**src/rtl/mii_pkg.sv**
```systemverilog
// Shared encodings for the UART-to-MII return path: receiver/transmitter state
// enums and the fixed MII preamble/SFD constants.
package mii_pkg;

   typedef enum logic [1:0] {
      RX_IDLE,
      RX_START,
      RX_DATA,
      RX_STOP
   } rx_state_t;

   typedef enum logic [2:0] {
      TX_IDLE,
      TX_PREAMBLE,
      TX_SFD,
      TX_DATA,
      TX_IPG
   } tx_state_t;

   localparam logic [3:0] PREAMBLE_NIBBLE = 4'h5;
   localparam logic [3:0] SFD_NIBBLE      = 4'hD;
   localparam int         PREAMBLE_LEN    = 15;

endpackage

```
**src/rtl/uart_rx.sv**
```systemverilog
// 8N1 UART receiver: 2-FF synchronizer, mid-bit start validation, LSB-first
// deserializer; a byte whose stop bit is not 1 is discarded.
//
// state    | meaning
// RX_IDLE  | waiting for a high-to-low edge on the synced line
// RX_START | half a bit time, then re-check that the start bit is still low
// RX_DATA  | sample 8 data bits at bit centres, LSB first
// RX_STOP  | sample stop bit; pulse rx_dv only if it reads 1
module uart_rx #(
   parameter int CLKS_PER_BIT = 868
) (
   input  logic       clk,
   input  logic       reset_n,
   input  logic       rx_serial,
   output logic       rx_sync,
   output logic       rx_dv,
   output logic [7:0] rx_byte
);
   import mii_pkg::*;

   localparam int CW = $clog2(CLKS_PER_BIT);

   rx_state_t     state, state_nxt;
   logic          sync_a, rx_prev;
   logic [CW-1:0] cnt;
   logic [2:0]    bit_idx;
   logic [7:0]    shreg;
   logic          cnt_tc;

   assign cnt_tc = (cnt == '0);

   always_ff @(posedge clk or negedge reset_n) begin
      if (!reset_n) begin
         sync_a  <= 1'b1;
         rx_sync <= 1'b1;
         rx_prev <= 1'b1;
      end else begin
         sync_a  <= rx_serial;
         rx_sync <= sync_a;
         rx_prev <= rx_sync;
      end
   end

   always_ff @(posedge clk or negedge reset_n) begin
      if (!reset_n) state <= RX_IDLE;
      else          state <= state_nxt;
   end

   // Start is edge-triggered so a framing error with the line still low
   // cannot be mistaken for a fresh start bit.
   always_comb begin
      state_nxt = state;
      case (state)
         RX_IDLE:  if (!rx_sync && rx_prev) state_nxt = RX_START;
         RX_START: if (cnt_tc) state_nxt = rx_sync ? RX_IDLE : RX_DATA;
         RX_DATA:  if (cnt_tc && bit_idx == 3'd7) state_nxt = RX_STOP;
         RX_STOP:  if (cnt_tc) state_nxt = RX_IDLE;
         default:  state_nxt = RX_IDLE;
      endcase
   end

   always_ff @(posedge clk or negedge reset_n) begin
      if (!reset_n) begin
         cnt     <= '0;
         bit_idx <= '0;
         shreg   <= '0;
      end else begin
         case (state)
            RX_IDLE: begin
               cnt     <= CW'(CLKS_PER_BIT / 2 - 1);
               bit_idx <= '0;
            end
            RX_START: cnt <= cnt_tc ? CW'(CLKS_PER_BIT - 1) : cnt - CW'(1);
            RX_DATA: begin
               if (cnt_tc) begin
                  cnt     <= CW'(CLKS_PER_BIT - 1);
                  shreg   <= {rx_sync, shreg[7:1]};
                  bit_idx <= bit_idx + 3'd1;
               end else begin
                  cnt <= cnt - CW'(1);
               end
            end
            RX_STOP: if (!cnt_tc) cnt <= cnt - CW'(1);
            default: cnt <= '0;
         endcase
      end
   end

   always_comb begin
      rx_dv   = (state == RX_STOP) && cnt_tc && rx_sync;
      rx_byte = shreg;
   end

endmodule

```
**src/rtl/serial2mii.sv**
```systemverilog
// UART-to-MII return path: buffers UART bytes, closes a frame on line idle
// time and transmits it as preamble + SFD + payload + IPG on a self-generated MII clock.
//
// state       | meaning
// TX_IDLE     | tx_en low; leave on the first nibble strobe while busy
// TX_PREAMBLE | 15 nibbles of 0x5
// TX_SFD      | one nibble 0xD; first payload byte is popped here
// TX_DATA     | low nibble then high nibble per byte, back to back
// TX_IPG      | IPG_NIBBLES nibbles of forced idle, then release busy
module serial2mii #(
   parameter int CLKS_PER_BIT = 868,
   parameter int MII_DIV      = 2,
   parameter int IDLE_BITS    = 20,
   parameter int FIFO_DEPTH   = 128,
   parameter int IPG_NIBBLES  = 24
) (
   input  logic       clk,
   input  logic       reset_n,
   input  logic       uart_rx_serial,
   output logic       mii_tx_clk,
   output logic       mii_tx_en,
   output logic [3:0] mii_txd,
   output logic       busy,
   output logic       overflow
);
   import mii_pkg::*;

   localparam int AW       = $clog2(FIFO_DEPTH);
   localparam int CNTW     = AW + 1;
   localparam int IDLE_LIM = IDLE_BITS * CLKS_PER_BIT;
   localparam int TW       = $clog2(IDLE_LIM + 1);
   localparam int DW       = (2 * MII_DIV > 1) ? $clog2(2 * MII_DIV) : 1;
   localparam int NMAX     = (IPG_NIBBLES > PREAMBLE_LEN) ? IPG_NIBBLES : PREAMBLE_LEN;
   localparam int NW       = $clog2(NMAX + 1);

   logic            rx_sync, rx_dv;
   logic [7:0]      rx_byte;

   logic [7:0]      mem [FIFO_DEPTH];
   logic [AW-1:0]   wr_ptr, rd_ptr;
   logic [CNTW-1:0] occ, pend_cnt, frame_len, bytes_left;
   logic            full, wr_en, rd_en;

   logic [TW-1:0]   idle_timer;
   logic            idle_sat, commit;

   logic [DW-1:0]   div, div_nxt;
   logic            strobe;

   tx_state_t       state, state_nxt;
   logic [NW-1:0]   nib_cnt;
   logic            nib_tc, hi, last_byte;
   logic [7:0]      cur_byte;

   uart_rx #(.CLKS_PER_BIT(CLKS_PER_BIT)) u_uart_rx (
      .clk       (clk),
      .reset_n   (reset_n),
      .rx_serial (uart_rx_serial),
      .rx_sync   (rx_sync),
      .rx_dv     (rx_dv),
      .rx_byte   (rx_byte)
   );

   // A byte arriving at full is still accepted when a pop happens that cycle.
   assign full  = (occ == CNTW'(FIFO_DEPTH));
   assign wr_en = rx_dv && (!full || rd_en);

   always_ff @(posedge clk) begin
      if (wr_en) mem[wr_ptr] <= rx_byte;
   end

   always_ff @(posedge clk or negedge reset_n) begin
      if (!reset_n) begin
         wr_ptr   <= '0;
         rd_ptr   <= '0;
         occ      <= '0;
         overflow <= 1'b0;
      end else begin
         if (wr_en) wr_ptr <= wr_ptr + AW'(1);
         if (rd_en) rd_ptr <= rd_ptr + AW'(1);
         case ({wr_en, rd_en})
            2'b10:   occ <= occ + CNTW'(1);
            2'b01:   occ <= occ - CNTW'(1);
            default: occ <= occ;
         endcase
         if (rx_dv && !wr_en) overflow <= 1'b1;
      end
   end

   assign idle_sat = (idle_timer == TW'(IDLE_LIM));
   assign commit   = idle_sat && (pend_cnt != '0) && (state == TX_IDLE) && !busy;

   always_ff @(posedge clk or negedge reset_n) begin
      if (!reset_n) begin
         idle_timer <= '0;
         pend_cnt   <= '0;
      end else begin
         if (rx_dv || !rx_sync) idle_timer <= '0;
         else if (!idle_sat)    idle_timer <= idle_timer + TW'(1);
         if (commit) pend_cnt <= CNTW'(wr_en);
         else        pend_cnt <= pend_cnt + CNTW'(wr_en);
      end
   end

   // The cycle the divider wraps to 0 is the falling edge of mii_tx_clk.
   assign strobe  = (div == DW'(2 * MII_DIV - 1));
   assign div_nxt = strobe ? '0 : div + DW'(1);

   always_ff @(posedge clk or negedge reset_n) begin
      if (!reset_n) begin
         div        <= '0;
         mii_tx_clk <= 1'b0;
      end else begin
         div        <= div_nxt;
         mii_tx_clk <= (div_nxt >= DW'(MII_DIV));
      end
   end

   assign nib_tc    = (nib_cnt == '0);
   assign last_byte = (bytes_left == CNTW'(1));
   assign rd_en     = strobe && ((state == TX_SFD) || (state == TX_DATA && hi && !last_byte));

   always_ff @(posedge clk or negedge reset_n) begin
      if (!reset_n) state <= TX_IDLE;
      else          state <= state_nxt;
   end

   always_comb begin
      state_nxt = state;
      if (strobe) begin
         case (state)
            TX_IDLE:     if (busy) state_nxt = TX_PREAMBLE;
            TX_PREAMBLE: if (nib_tc) state_nxt = TX_SFD;
            TX_SFD:      state_nxt = TX_DATA;
            TX_DATA:     if (hi && last_byte) state_nxt = TX_IPG;
            TX_IPG:      if (nib_tc) state_nxt = TX_IDLE;
            default:     state_nxt = TX_IDLE;
         endcase
      end
   end

   always_ff @(posedge clk or negedge reset_n) begin
      if (!reset_n) begin
         nib_cnt    <= '0;
         hi         <= 1'b0;
         bytes_left <= '0;
         frame_len  <= '0;
         cur_byte   <= '0;
         busy       <= 1'b0;
      end else begin
         if (commit) begin
            busy      <= 1'b1;
            frame_len <= pend_cnt;
         end
         if (strobe) begin
            case (state)
               TX_IDLE:     nib_cnt <= NW'(PREAMBLE_LEN - 1);
               TX_PREAMBLE: nib_cnt <= nib_cnt - NW'(1);
               TX_SFD: begin
                  bytes_left <= frame_len;
                  hi         <= 1'b0;
                  cur_byte   <= mem[rd_ptr];
               end
               TX_DATA: begin
                  if (!hi) begin
                     hi <= 1'b1;
                  end else begin
                     hi         <= 1'b0;
                     bytes_left <= bytes_left - CNTW'(1);
                     if (last_byte) nib_cnt  <= NW'(IPG_NIBBLES - 1);
                     else           cur_byte <= mem[rd_ptr];
                  end
               end
               TX_IPG: begin
                  if (nib_tc) busy <= 1'b0;
                  else        nib_cnt <= nib_cnt - NW'(1);
               end
               default: nib_cnt <= '0;
            endcase
         end
      end
   end

   always_comb begin
      mii_tx_en = 1'b0;
      mii_txd   = 4'h0;
      case (state)
         TX_PREAMBLE: begin
            mii_tx_en = 1'b1;
            mii_txd   = PREAMBLE_NIBBLE;
         end
         TX_SFD: begin
            mii_tx_en = 1'b1;
            mii_txd   = SFD_NIBBLE;
         end
         TX_DATA: begin
            mii_tx_en = 1'b1;
            mii_txd   = hi ? cur_byte[7:4] : cur_byte[3:0];
         end
         default: begin
            mii_tx_en = 1'b0;
            mii_txd   = 4'h0;
         end
      endcase
   end

endmodule

```
**config.mk**
```make
export PLATFORM = sky130hd
export DESIGN_NAME = serial2mii
export DESIGN_NICKNAME = d
export VERILOG_FILES = /design/src/rtl/mii_pkg.sv /design/src/rtl/uart_rx.sv /design/src/rtl/serial2mii.sv
export SDC_FILE = /design/constraint.sdc
export NUM_CORES = 1
export LEC_CHECK = 0
export ABC_AREA = 0
export CAP_MARGIN = 0
export CORE_MARGIN = 2
export CORE_UTILIZATION = 60
export CTS_BUF_LIST = sky130_fd_sc_hd__clkbuf_2
export DETAILED_ROUTE_END_ITERATION = 10
export GPL_ROUTABILITY_DRIVEN = 0
export PLACE_DENSITY = 0.82
export RECOVER_POWER = 100
export REMOVE_ABC_BUFFERS = 1
export SLEW_MARGIN = 20
export SYNTH_ARGS = -nofsm -noshare
export SYNTH_HDL_FRONTEND = slang
export SYNTH_HIERARCHICAL = 1
export SYNTH_SLANG_ARGS = --single-unit
```
**constraint.sdc**
```tcl
create_clock -name clk -period 4.41 [get_ports clk]
set_input_delay 0.882 -clock clk [delete_from_list [all_inputs] [get_ports clk]]
set_output_delay 0.882 -clock clk [all_outputs]
set_load 0.05 [all_outputs]
```
; ---- After elaboration in Yosys (flattened, before gate mapping)
; Memory sizes are Yosys's and may differ from the RTL's.
; Cells that the tools add are included.
[totals]
in_bits = 3
register_bits = 109
ramBits = 1024
memories = 1
out_inout_bits = 8
[op_classes]
addsub = 11
n_reduce_logical = 39
magnitude_cmp = 1
muxes = 41
bitwise_logic = 1
n_eq_ne = 29
[memory_table]
columns = name, depth, word_bits, rd, rd_clocked_by_memory_dff, write_ports, line
row1 = mem, 128, 8, 1, 0, 1, serial2mii.sv:39  ; logic [7:0] mem [FIFO_DEPTH];
[ops]
columns = cell, count
row1 = 8-bit one-hot mux with 2 select lines, 3
row2 = 8-bit 2-to-1 mux, 4
row3 = 15-bit 2-to-1 mux, 2
row4 = 10-bit one-hot mux with 3 select lines, 1
row5 = 5-bit one-hot mux with 5 select lines, 1
row6 = 10-bit 2-to-1 mux, 2
row7 = "2-bit != test, second input constant", 8
row8 = "8-bit by 1-bit subtractor with 8-bit output, second input constant", 2
row9 = "15-bit by 1-bit adder with 15-bit output, second input constant", 1
row10 = "15-bit == test, second input constant", 1
row11 = 3-bit 2-to-1 mux, 5
row12 = 5-bit 2-to-1 mux, 3
row13 = 3-bit one-hot mux with 5 select lines, 1
row14 = "7-bit by 1-bit adder with 7-bit output, second input constant", 2
row15 = "2-bit by 1-bit != test with 1-bit output, second input constant", 7
row16 = 1-bit logical AND, 13
row17 = 2-bit 2-to-1 mux, 6
row18 = 4-bit one-hot mux with 3 select lines, 1
row19 = 10-bit logical NOT, 1
row20 = 5-bit AND reduction, 2
row21 = "10-bit by 1-bit subtractor with 10-bit output, second input constant", 1
row22 = 8-bit by 1-bit adder with 8-bit output, 1
row23 = "8-bit by 1-bit adder with 8-bit output, second input constant", 1
row24 = "2-bit == test, second input constant", 4
row25 = other kinds (28), 49

; ---- Logic depth before layout (Yosys ltp)
[depth]
depth_word = 9
ltp_mapped = 17

; ---- Cells and area by module
; Netlist, hierarchy kept.
[modules_own_cells]
columns = mod, cells_each, instances, area_each_um2
row1 = serial2mii, 2366, 1, 44117.3
row2 = uart_rx, 124, 1, 1332.5

; ---- Least setup slack after synthesis
; OpenSTA, ideal clock, no wires.
[synth_path]
path_kind = register to register
start = register u_uart_rx.cnt[0]
end = register occ[7]
setup_ns = 0.080
slack_ns = 0.686
stages_incl_launch_ff = 18
arrival_time_ns = 3.644
period_less_slack_ns = 3.724
path_buffers = 1
required_time_ns = 4.330
cell_sequence = dfrtp_1 > inv_1 > ha_1 > nor4b_4 > and3_1 > buf_2 > nand2_1 > nor2_1 > inv_1 > nand2_1 > inv_1 > ha_1 > a21o_1 > a21oi_1 > o22ai_1 > o41ai_1 > mux2i_1 > xnor2_1
[synth_via]
elab_chain_cells = 6
elab_cells_between_ends = 8
[synth_rtl]
columns = element, line
row1 = "start, declared", uart_rx.sv:25  ; logic [CW-1:0] cnt;
row2 = "start signal, assigned", uart_rx.sv:70  ; cnt <= CW'(CLKS_PER_BIT / 2 - 1);
row3 = "start signal, assigned", uart_rx.sv:73  ; RX_START: cnt <= cnt_tc ? CW'(CLKS_PER_BIT - 1) : cnt - CW'(1);
row4 = "start signal, assigned", uart_rx.sv:76  ; cnt <= CW'(CLKS_PER_BIT - 1);
row5 = 10-bit logical NOT *, uart_rx.sv:30  ; assign cnt_tc = (cnt == '0);
row6 = 1-bit logical AND * (2 in a row), uart_rx.sv:90  ; rx_dv = (state == RX_STOP) && cnt_tc && rx_sync;
row7 = net rx_dv, serial2mii.sv:36  ; logic rx_sync, rx_dv;
row8 = 1-bit logical AND *, serial2mii.sv:66  ; assign wr_en = rx_dv && (!full || rd_en);
row9 = 2-bit by 1-bit == test with 1-bit output or 2-bit == test (tied branches), serial2mii.sv:81  ; case ({wr_en, rd_en})
row10 = 8-bit one-hot mux with 2 select lines or 2-bit nonzero test (tied branches), --
row11 = "end signal, assigned", serial2mii.sv:82  ; 2'b10: occ <= occ + CNTW'(1);
row12 = "end signal, assigned", serial2mii.sv:83  ; 2'b01: occ <= occ - CNTW'(1);
row13 = "end, declared", serial2mii.sv:41  ; logic [CNTW-1:0] occ, pend_cnt, frame_len, bytes_left;
; The timed path passes the listed nets; every way through them passes the cells marked *.
; A chain may end at the register's enable or synchronous reset.

; ---- Final worst setup path
[layout_path]
start = register u_uart_rx.shreg[2], in the netlist u_uart_rx/rx_byte[2]
end = memory mem[25][2], data pin
[layout_lines]
columns = element, line
row1 = "start, declared", uart_rx.sv:27  ; logic [7:0] shreg;
row2 = "start signal, assigned", uart_rx.sv:77  ; shreg <= {rx_sync, shreg[7:1]};
row3 = "end, declared", serial2mii.sv:39
; No word-level cell before the write port.

==> qor.csv <==
stage,metric,value,unit
route,vias,25000,
cells_and_area,design_area,0.0490,mm²
clock_network,clkTransAtPathRegs,90,ps
route,detail-route-antenna-nets,0,
worst_hold_path,hold_depth,0,
logic_synthesis,async_flop_share,9.54,%
place,pre_cts_ws,347,ps
status,status,"complete, but fails checks",
cells_and_area,final_util,65.6,%
cells_and_area,synthToLayoutAreaGrowth,7.84,%
critical_path,r2r_slack,150,ps
critical_path,rr_worst_depth,1,
clock_network,clock_latency,1460,ps
logic_synthesis,ys_ff_latch,1132,
power_and_ir_drop,p_leak,16.0,nW
job,cap_violations,12,
sta,setup_viol,0,
logic_synthesis,ys_seq_area_share,73.6,%
route,top_layer,met4,
sta,period_share,96.7,%
global_routing,grt_max_degree,89,
clock_network,htreeDepth,5,
cells_and_area,multi_input_area,0.0112,mm²
critical_path,cp_num_cells,1,
route,wl_met3,11500,µm
sta,worstMarginPinSlew,3440,ps
sta,fin_crit,4260,ps
sta,final.setup.worst_slack,148,ps
critical_path,crit_family,flip-flops,
clock_network,cts_tree,built,
critical_path,slowest_delay,2660,ps
critical_path,arrival,5270,ps
worst_hold_path,hold_class,reg2reg,
global_routing,grtUsageTotal,26.5,%
place,dp_cells,3426,
clock_network,clkSinkCount,1132,
global_routing,grt_pass1_wl,153000,µm
route,drt-total-wl,102000,µm
critical_path,path_max_fanout,88,
logic_synthesis,synth_edf_count,1024,
cells_and_area,layout-drive-gt1-share,24.5,%
floorplanning,die_h,279,µm
place,placed_cell_area,0.0469,mm²
floorplanning,initial_core_util,60.8,%
route,post_drt_wl_per_cell,26.2,µm
route,drt_iter0_drc,2925,
place,io_buffers,10,
power_and_ir_drop,total_power,18.9,mW
floorplanning,die_area,0.0780,mm²
sta,grt_setup_unrepaired,no,
critical_path,required,5420,ps
worst_hold_path,hold_start,u_uart_rx/sync_a,
logic_synthesis,netlist-cell-type-count,77,
critical_path,timing.rr.start,u_uart_rx/rx_byte[2],
route,viasPerCell,6.42,
clock_network,root_buffer,clkbuf_2,
floorplanning,die_w,279,µm
route,wl_met2,48600,µm
cells_and_area,finalNetCount,2773,
critical_path,path_cells,clkbuf_2,
clock_network,clock_path_buffers,4,
sta,hold_viol,0,
clock_network,cts_buffers,284,
cells_and_area,register_area,0.0335,mm²
critical_path,critical_path_buf_inv_count,1,
floorplanning,ios,11,
critical_path,end_kind,register,
critical_path,slowest_stage,dfrtp_1,
logic_synthesis,ys.flop_type,edfxtp_1,
route,wl_met1,37800,µm
sta,clock_skew,155,ps
global_routing,antenna_found_initial,2,
status,violations,"capacitance limit, slew limit",
logic_synthesis,yosys_warnings,6,
logic_synthesis,postSynthCellCount,2490,
critical_path,path_class,reg2reg,
power_and_ir_drop,vdd_drop_max,0.000262,V
route,first_pass_iters,6,
logic_synthesis,synth.avg_cell_area,18.3,µm²
power_and_ir_drop,power_density,385,mW/mm²
global_routing,grt_pass1_vias,25400,
place,hpwl,61000,µm
sta,max_freq,235,MHz
worst_hold_path,holdPathEnd,u_uart_rx/rx_sync,
route,drc,0,
cells_and_area,nFillCells,4824,
critical_path,critPathLaunchType,register,
cells_and_area,stdcell_count,3889,
critical_path,critPathLaunch,u_uart_rx/rx_byte[2],
critical_path,timing.rr.end,mem[25][2],
logic_synthesis,syn_area,0.0454,mm²
floorplanning,fp-row-count,100,
sta,slew_viol_final,803,
clock_network,cts_setup_buffers,0,
sta,maxSlewHeadroom,-129,%
global_routing,grt.overflow.total,0,
floorplanning,core_area,0.0747,mm²
repair_timing:
item | in CTS | in global routing
gates cloned | 0 | 0
setup endpoints to repair | 4 | 4
hold buffers | 2 | 0
resized for setup | 7 | 5
endpoints found under the hold margin | 70 | 0
through the flow:
| step | hold WS (ps) | setup TNS [ps] |
|---|---|---|
| 3_5_place_dp | 347 | 0 |
| 2_1_floorplan | 345 | -127600 |
| 3_3_place_gp | 349 | 0 |
| 5_1_grt | 377 | 0 |
| 4_1_cts | 62.5 | 0 |
| 6_report | 368 | 0 |
layout make-up:
type | count | share of cell area, %
clock inverters | 76 | 0.927
multi-input cells | 1196 | 22.8
clock buffers | 384 | 3.92
repair buffers | 103 | 1.43
flip-flops and latches | 1132 | 68.3
inverters | 28 | 0.214
well taps | 969 | 2.47
diodes | 1 | 0.00511
sequential cells by signal (all words and copies together), names as in the netlist, 7 cells and up, named ones only:
| name | count |
|---|---|
| frame_len | 8 |
| u_uart_rx/cnt | 10 |
| mem | 1024 |
| pend_cnt | 8 |
| idle_timer | 15 |
| wr_ptr | 7 |
| bytes_left | 8 |
| rd_ptr | 7 |
| occ | 8 |
| u_uart_rx/rx_byte | 8 |
| cur_byte | 8 |
kinds of logic after synthesis:
kind of cell | count (synthesis) | synth area share, %
compound gates | 299 | 4.38
simple gates | 428 | 4.40
fa+ha+maj | 25 | 0.705
mux | 404 | 14.3
flops | 1132 | 73.6
buf+inv | 162 | 1.87
xor+xnor | 40 | 0.771
cells in the mapped netlist (5+ instances only):
cell	instances	area (µm²)
a21boi_0	11	82.6
a21oi_1	60	300
a221oi_1	13	114
a22o_1	8	70.1
a22oi_1	68	510
a31oi_1	30	188
and3_1	11	68.8
buf_1	9	33.8
buf_2	40	200
buf_4	20	150
buf_6	14	158
clkbuf_1	50	188
dfrtp_1	105	2630
edfxtp_1	1024	30700
ha_1	24	300
inv_1	28	105
mux2_2	37	417
mux2i_1	176	1760
mux4_2	191	4300
nand2_1	87	327
nand2b_1	5	31.3
nand3_1	41	205
nand4_1	17	106
nor2_1	199	747
nor2b_1	12	75.1
nor3_1	12	60.1
nor4_1	6	37.5
o2111a_1	6	67.6
o21a_1	5	37.5
o21ai_0	61	305
o22ai_1	5	31.3
o31ai_1	5	37.5
xnor2_1	21	184
xor2_1	19	166
how the worst max path moves through the flow:
stage	end	slack, ps
3_5_place_dp	occ[7]	350
4_1_cts	mii_txd[3]	6
2_1_floorplan	cur_byte[5]	-8940
3_3_place_gp	occ[7]	570
5_1_grt	mii_txd[1]	4
6_report	mem[25][2]	150
cells in the final DEF (no fill, tap or decap), drive strengths merged, types with 6 or more instances in the layout:
cell / netlist / final
edfxtp: 1024 / 1024
clkbuf: 50 / 442
nor2: 201 / 201
mux4: 191 / 191
mux2i: 176 / 176
dfrtp: 105 / 105
nand2: 90 / 90
a22oi: 68 / 68
clkinv: 0 / 66
o21ai: 61 / 61
a21oi: 60 / 60
nand3: 41 / 41
mux2: 37 / 37
buf: 84 / 35
inv: 28 / 32
a31oi: 30 / 30
ha: 24 / 24
xnor2: 21 / 21
xor2: 19 / 19
nand4: 19 / 19
a221oi: 13 / 13
nor3: 13 / 13
a21boi: 12 / 12
nor2b: 12 / 12
and3: 11 / 11
a22o: 8 / 8
nor4: 7 / 7
o2111a: 6 / 6
bufinv: 0 / 6
dlygate4sd3: 0 / 6
metal layers:
layer	up-vias	track usage [%]
met5	-	0
met4	0	11.3
met3	256	6.86
met2	1725	41.1
met1	12400	36.3
li1	10600	-
where the power goes:
| part | switching [mW] | internal [mW] | leakage [nW] |
|---|---|---|---|
| sequential | 0.0775 | 11.6 | 11.1 |
| combinational | 0.331 | 0.185 | 3.06 |
| clock | 3.97 | 2.68 | 1.82 |
(Power assumes the default switching activity.)
